`src/rtl/uart_tx_sequencer.sv`:
```
// UART transmit frame sequencer: start bit, 8 data bits LSB-first, parity, then 1 or 2 stop bits.
// The byte and its frame configuration are shadowed on accept, so CSR edits only reach later frames.
module uart_tx_sequencer #(
    parameter int CLKS_PER_BIT = 434
) (
    input  logic       clk,
    input  logic       reset,
    input  logic       tx_en,
    input  logic       two_stop,
    input  logic       odd_parity,
    input  logic [7:0] tx_data,
    input  logic       tx_valid,
    output logic       tx_ready,
    output logic       tx_line,
    output logic       busy,
    output logic       done
);

    localparam int CNT_W = (CLKS_PER_BIT > 2) ? $clog2(CLKS_PER_BIT) : 1;
    localparam logic [CNT_W-1:0] CNT_MAX = CNT_W'(CLKS_PER_BIT - 1);
    localparam logic [CNT_W-1:0] CNT_ZERO = CNT_W'(0);
    localparam logic [CNT_W-1:0] CNT_ONE = CNT_W'(1);

    localparam logic [2:0] ST_IDLE   = 3'd0;
    localparam logic [2:0] ST_START  = 3'd1;
    localparam logic [2:0] ST_DATA   = 3'd2;
    localparam logic [2:0] ST_PARITY = 3'd3;
    localparam logic [2:0] ST_STOP1  = 3'd4;
    localparam logic [2:0] ST_STOP2  = 3'd5;

    function automatic logic parity_bit(input logic [7:0] data, input logic odd);
        logic p;
        p = ^data;
        if (odd) begin
            p = ~p;
        end else begin
            p = p;
        end
        return p;
    endfunction

    logic [2:0]       state_q, state_d;
    logic [CNT_W-1:0] cnt_q, cnt_d;
    logic [2:0]       bit_idx_q, bit_idx_d;
    logic [7:0]       shadow_q, shadow_d;
    logic             two_stop_q, two_stop_d;
    logic             odd_q, odd_d;
    logic             tx_line_q, tx_line_d;
    logic             busy_q, busy_d;
    logic             done_q, done_d;
    logic             tx_ready_s;
    logic             accept_s;
    logic             bit_end_s;

    assign tx_ready_s = (state_q == ST_IDLE) && tx_en;
    assign accept_s   = tx_valid && tx_ready_s;
    assign bit_end_s  = (cnt_q == CNT_MAX);

    // Frame state machine: the baud counter restarts on every state entry.
    always_comb begin
        state_d    = state_q;
        cnt_d      = cnt_q;
        bit_idx_d  = bit_idx_q;
        shadow_d   = shadow_q;
        two_stop_d = two_stop_q;
        odd_d      = odd_q;
        done_d     = 1'b0;
        case (state_q)
            ST_IDLE: begin
                cnt_d = CNT_ZERO;
                if (accept_s) begin
                    state_d    = ST_START;
                    bit_idx_d  = 3'd0;
                    shadow_d   = tx_data;
                    two_stop_d = two_stop;
                    odd_d      = odd_parity;
                end else begin
                    state_d = ST_IDLE;
                end
            end
            ST_START: begin
                if (bit_end_s) begin
                    state_d = ST_DATA;
                    cnt_d   = CNT_ZERO;
                end else begin
                    cnt_d = cnt_q + CNT_ONE;
                end
            end
            ST_DATA: begin
                if (bit_end_s) begin
                    cnt_d     = CNT_ZERO;
                    bit_idx_d = bit_idx_q + 3'd1;
                    if (bit_idx_q == 3'd7) begin
                        state_d = ST_PARITY;
                    end else begin
                        state_d = ST_DATA;
                    end
                end else begin
                    cnt_d = cnt_q + CNT_ONE;
                end
            end
            ST_PARITY: begin
                if (bit_end_s) begin
                    state_d = ST_STOP1;
                    cnt_d   = CNT_ZERO;
                end else begin
                    cnt_d = cnt_q + CNT_ONE;
                end
            end
            ST_STOP1: begin
                if (bit_end_s) begin
                    cnt_d = CNT_ZERO;
                    if (two_stop_q) begin
                        state_d = ST_STOP2;
                    end else begin
                        state_d = ST_IDLE;
                        done_d  = 1'b1;
                    end
                end else begin
                    cnt_d = cnt_q + CNT_ONE;
                end
            end
            ST_STOP2: begin
                if (bit_end_s) begin
                    state_d = ST_IDLE;
                    cnt_d   = CNT_ZERO;
                    done_d  = 1'b1;
                end else begin
                    cnt_d = cnt_q + CNT_ONE;
                end
            end
            default: begin
                state_d   = ST_IDLE;
                cnt_d     = CNT_ZERO;
                bit_idx_d = 3'd0;
            end
        endcase
    end

    // Line level is decoded from the next state so the registered pin lines up with the state.
    always_comb begin
        tx_line_d = 1'b1;
        busy_d    = (state_d != ST_IDLE);
        case (state_d)
            ST_IDLE:   tx_line_d = 1'b1;
            ST_START:  tx_line_d = 1'b0;
            ST_DATA:   tx_line_d = shadow_d[bit_idx_d];
            ST_PARITY: tx_line_d = parity_bit(shadow_d, odd_d);
            ST_STOP1:  tx_line_d = 1'b1;
            ST_STOP2:  tx_line_d = 1'b1;
            default:   tx_line_d = 1'b1;
        endcase
    end

    // State and output registers with synchronous reset; a partial frame is dropped.
    always_ff @(posedge clk) begin
        if (reset) begin
            state_q    <= ST_IDLE;
            cnt_q      <= CNT_ZERO;
            bit_idx_q  <= 3'd0;
            shadow_q   <= 8'h00;
            two_stop_q <= 1'b0;
            odd_q      <= 1'b0;
            tx_line_q  <= 1'b1;
            busy_q     <= 1'b0;
            done_q     <= 1'b0;
        end else begin
            state_q    <= state_d;
            cnt_q      <= cnt_d;
            bit_idx_q  <= bit_idx_d;
            shadow_q   <= shadow_d;
            two_stop_q <= two_stop_d;
            odd_q      <= odd_d;
            tx_line_q  <= tx_line_d;
            busy_q     <= busy_d;
            done_q     <= done_d;
        end
    end

    assign tx_ready = tx_ready_s;
    assign tx_line  = tx_line_q;
    assign busy     = busy_q;
    assign done     = done_q;

endmodule

```
`config.mk`:
```
export PLATFORM = sky130hd
export DESIGN_NAME = uart_tx_sequencer
export DESIGN_NICKNAME = d
export VERILOG_FILES = /design/src/rtl/uart_tx_sequencer.sv
export SDC_FILE = /design/constraint.sdc
export NUM_CORES = 1
export LEC_CHECK = 0
export ABC_AREA = 1
export ABC_CLOCK_PERIOD_IN_PS = 2600
export CAP_MARGIN = 25
export CORE_ASPECT_RATIO = 1.4
export CORE_MARGIN = 5
export CORE_UTILIZATION = 50
export DETAILED_ROUTE_END_ITERATION = 6
export PLACE_DENSITY = 0.72
export SETUP_SLACK_MARGIN = 0.5
export SLEW_MARGIN = 25
export SYNTH_ARGS = -nofsm -noshare
export SYNTH_HDL_FRONTEND = slang
export SYNTH_SLANG_ARGS = --single-unit
```
`constraint.sdc`:
```
create_clock -name clk -period 2.6 [get_ports clk]
set_clock_uncertainty 0.2 [all_clocks]
set_input_delay 0.52 -clock clk [delete_from_list [all_inputs] [get_ports clk]]
set_output_delay 0.52 -clock clk [all_outputs]
set_load 0.1 [all_outputs]
```
==> run metrics <==
outcome=completed; DRT iter0 DRCs=58; diodes inserted=0; number of remaining DRC errors=0; via count=1566; H-tree depth=1; Hold Crit Depth=1; clk sinks=28; Initial DRT Pass Iterations=4; syn_nets=259; layout cells sized above 1=21.0%; die area=approximately 0.0045 sq mm; port bufs=17; RSZ-0062 raised after global routing=yes; Syn Std Cell Area=0.00161 sq mm; initial antenna violation count=0; drt via density=roughly 5.0; MaxCap Viol Count=0; Worst-Skew Late Latency=0.27 ns; Post-Syn Area per Cell=6.69 sq um; post-route clock period utilization=80.7%; Data arrival, critical path=2.07 ns; DP Worst Slack=between 0.09 and 0.1 ns; RePlAce Congestion=around 0.81; Rel. slew slack=about three quarters; Required @ worst endpoint=roughly 2.6 ns; max-slew violations=0; Root Driver=clkbuf_8; core area=approximately 0.0031 sq mm; Final WS setup=0.502 ns; gr usage total=between 10% and 20%; crit-path max FO=4; Clock Pin Slew Worst Setup and Hold Paths=around 0.09 ns; Layout Nets=slightly below 300; crit path launch=cnt_q[1]; design area=0.00207 sq mm; Mapped Cells=241; worst hold start=cnt_q[0]; final-layout fill cell count=~300; Max Root-Sink Buffers=2; CTS tree=done; synth warn=0; Startpoint Class=flip-flop; peak supply drop=a little over 0.3 mV; CTS Buf Count=3; WL per Instance=11.7 um; final wirelength=between 3000 and 4000 um; Seq/Total Area, Yosys=a little over a third; post-layout util=66.2%; Reg area=around 570 sq um; Final Hold Vio Count=0; P_leak=between 0.001 and 0.0015 uW; Area Overhead vs Synth=28.3%; effective utilization at floorplan=51.6%; area of the multi-input gates=952 sq um; Die X=58.0 um; critical path type=flip-flop to flip-flop; CP Capture Type=flip-flop; largest net degree at the start of global routing=15; post-route ant nets=0; Remaining Overflow, GRT=0; setup TNS=0 ns; FF-to-FF path depth=10; post-DP HPWL=2620 um; Synth cell types=31; vias in the first global route=about 1500; number of top-level pins=18; Worst Max-Slew Pin Slew=roughly 0.38 ns; fmax=about 0.48 GHz; pwr/cell area=roughly 420 mW/mm^2; Tmin final=about 2.1 ns; wire length of the first global-routing pass=between 6000 and 7000 um; FF+latch count, synth=28; WHS=roughly 0.26 ns; Site Rows=24; Post-Place Cell Area=roughly 0.0018 sq mm; Hold Crit Class=flip-flop to flip-flop; final setup fails=0; Worst R2R Start=cnt_q[1]; DIE HEIGHT=between 70 and 80 um
==> cell usage after synthesis <==
| cell | count | share of area [%] |
|---|---|---|
| a21oi_1 | 6 | 1.9 |
| clkbuf_1 | 1 | 0.23 |
| o21bai_1 | 1 | 0.47 |
| o21ai_2 | 7 | 3.8 |
| xnor2_1 | 2 | 1.1 |
| clkinv_4 | 1 | 0.54 |
| dfxtp_1 | 28 | 35 |
| inv_2 | 3 | 0.70 |
| nand4_1 | 2 | 0.78 |
| ha_1 | 4 | 3.1 |
| inv_1 | 34 | 7.9 |
| nor3_1 | 2 | 0.62 |
| nor2_1 | 28 | 6.5 |
| buf_2 | 1 | 0.31 |
| buf_6 | 2 | 1.4 |
| nor3b_1 | 1 | 0.47 |
| o21ai_1 | 3 | 0.93 |
| or3_1 | 1 | 0.39 |
| nor2_2 | 2 | 0.78 |
| o21ai_0 | 10 | 3.1 |
| nor4_1 | 1 | 0.39 |
| nand3_1 | 20 | 6.2 |
| nand3b_1 | 1 | 0.47 |
| a211oi_1 | 1 | 0.47 |
| nand4_4 | 1 | 1.3 |
| nor2_4 | 1 | 0.70 |
| nor3_2 | 1 | 0.62 |
| nor3_4 | 2 | 2.0 |
| nand2_1 | 70 | 16 |
| nand2_2 | 3 | 1.2 |
| xor2_1 | 1 | 0.54 |
==> power breakdown <==
part | switching [uW] | internal, uW
sequential | 5.94 | 441
clock | 131 | 104
combinational | 106 | 75.7
total | 243 | 621
==> sequential cells by signal (all words and copies together) (netlist names) <==
| register | cells |
|---|---|
| state_q | 3 |
| bit_idx_q | 3 |
| tx_line | 1 |
| done | 1 |
| two_stop_q | 1 |
| odd_q | 1 |
| busy | 1 |
| shadow_q | 8 |
| cnt_q | 9 |
==> stage by stage <==
step                cells  total power (uW)
global route          311               910
detailed placement    299               627
CTS                   304               872
global placement      299               625
finish                311               864
floorplan             241               572
==> path summary, 6_finish.rpt <==
check / to / slack (ns)
max: busy / 0.50
min: cnt_q[0] / 0.26
max reg2reg: busy / 0.50
min reg2reg: cnt_q[0] / 0.26
==> per-layer routing <==
layer  GRT usage [%]  vias up  wire, um
li1                -      822         -
met4            4.18        0        71
met5               0        -         0
met3            2.18        9       117
met2            32.0       27      2000
met1            18.6      708      1450
==> timing repair <==
item / 4_1_cts / 5_1_grt
cloned: 1 / 1
pin swaps: 1 / 11
endpoints found under the setup margin: 3 / 2
setup buffers: 1 / 6
resized for setup: 9 / 22
hold buffers: 0 / 0
endpoints found under the hold margin: 0 / 0
==> worst max-delay path, stage by stage, from the launching register on <==
cell	delay [ns]
dfxtp_2	0.34
inv_2	0.06
ha_4	0.13
nand2_4	0.04
nor3_4	0.32
nand2_4	0.13
nor3_4	0.21
nor2_1	0.07
nand2_1	0.10
nor2_2	0.06
or3_1	0.33
==> cell usage in the layout (no fill, tap or decap), types with 2 or more instances in the layout <==
cell,instances
dfxtp_2,4
buf_4,14
clkbuf_8,3
nor2_1,28
dlygate4sd2_1,2
o21ai_0,9
ha_1,3
a21oi_1,4
nand2_4,4
a21oi_2,2
inv_1,32
nor3_1,2
nand2_1,67
inv_2,4
clkdlybuf4s50_1,11
nor2_2,2
o21ai_1,4
xnor2_1,2
nand2_2,3
dfxtp_1,23
o21ai_2,6
nand4_1,2
nand3_1,19
nor3_4,3
==> kinds of logic (layout without fill, tap and decap cells) <==
family | Yosys count | count (layout) | synth area share (%)
AND/OR/NAND/NOR | 136 | 137 | 38.7
XOR/XNOR | 3 | 3 | 1.63
adder cells (fa/ha/maj) | 4 | 4 | 3.11
buffers and inverters | 42 | 72 | 11.1
flip-flops | 28 | 28 | 34.8
AO/OA/AOI/OAI | 28 | 28 | 10.6
==> layout make-up <==
type                    count  share of cell area, %
well taps                  39                   2.36
clock buffers               3                   2.00
multi-input cells         172                   46.0
repair buffers             31                   14.8
inverters                  38                   7.26
flip-flops and latches     28                   27.5
Note: power is estimated with default switching activity, not from simulation.
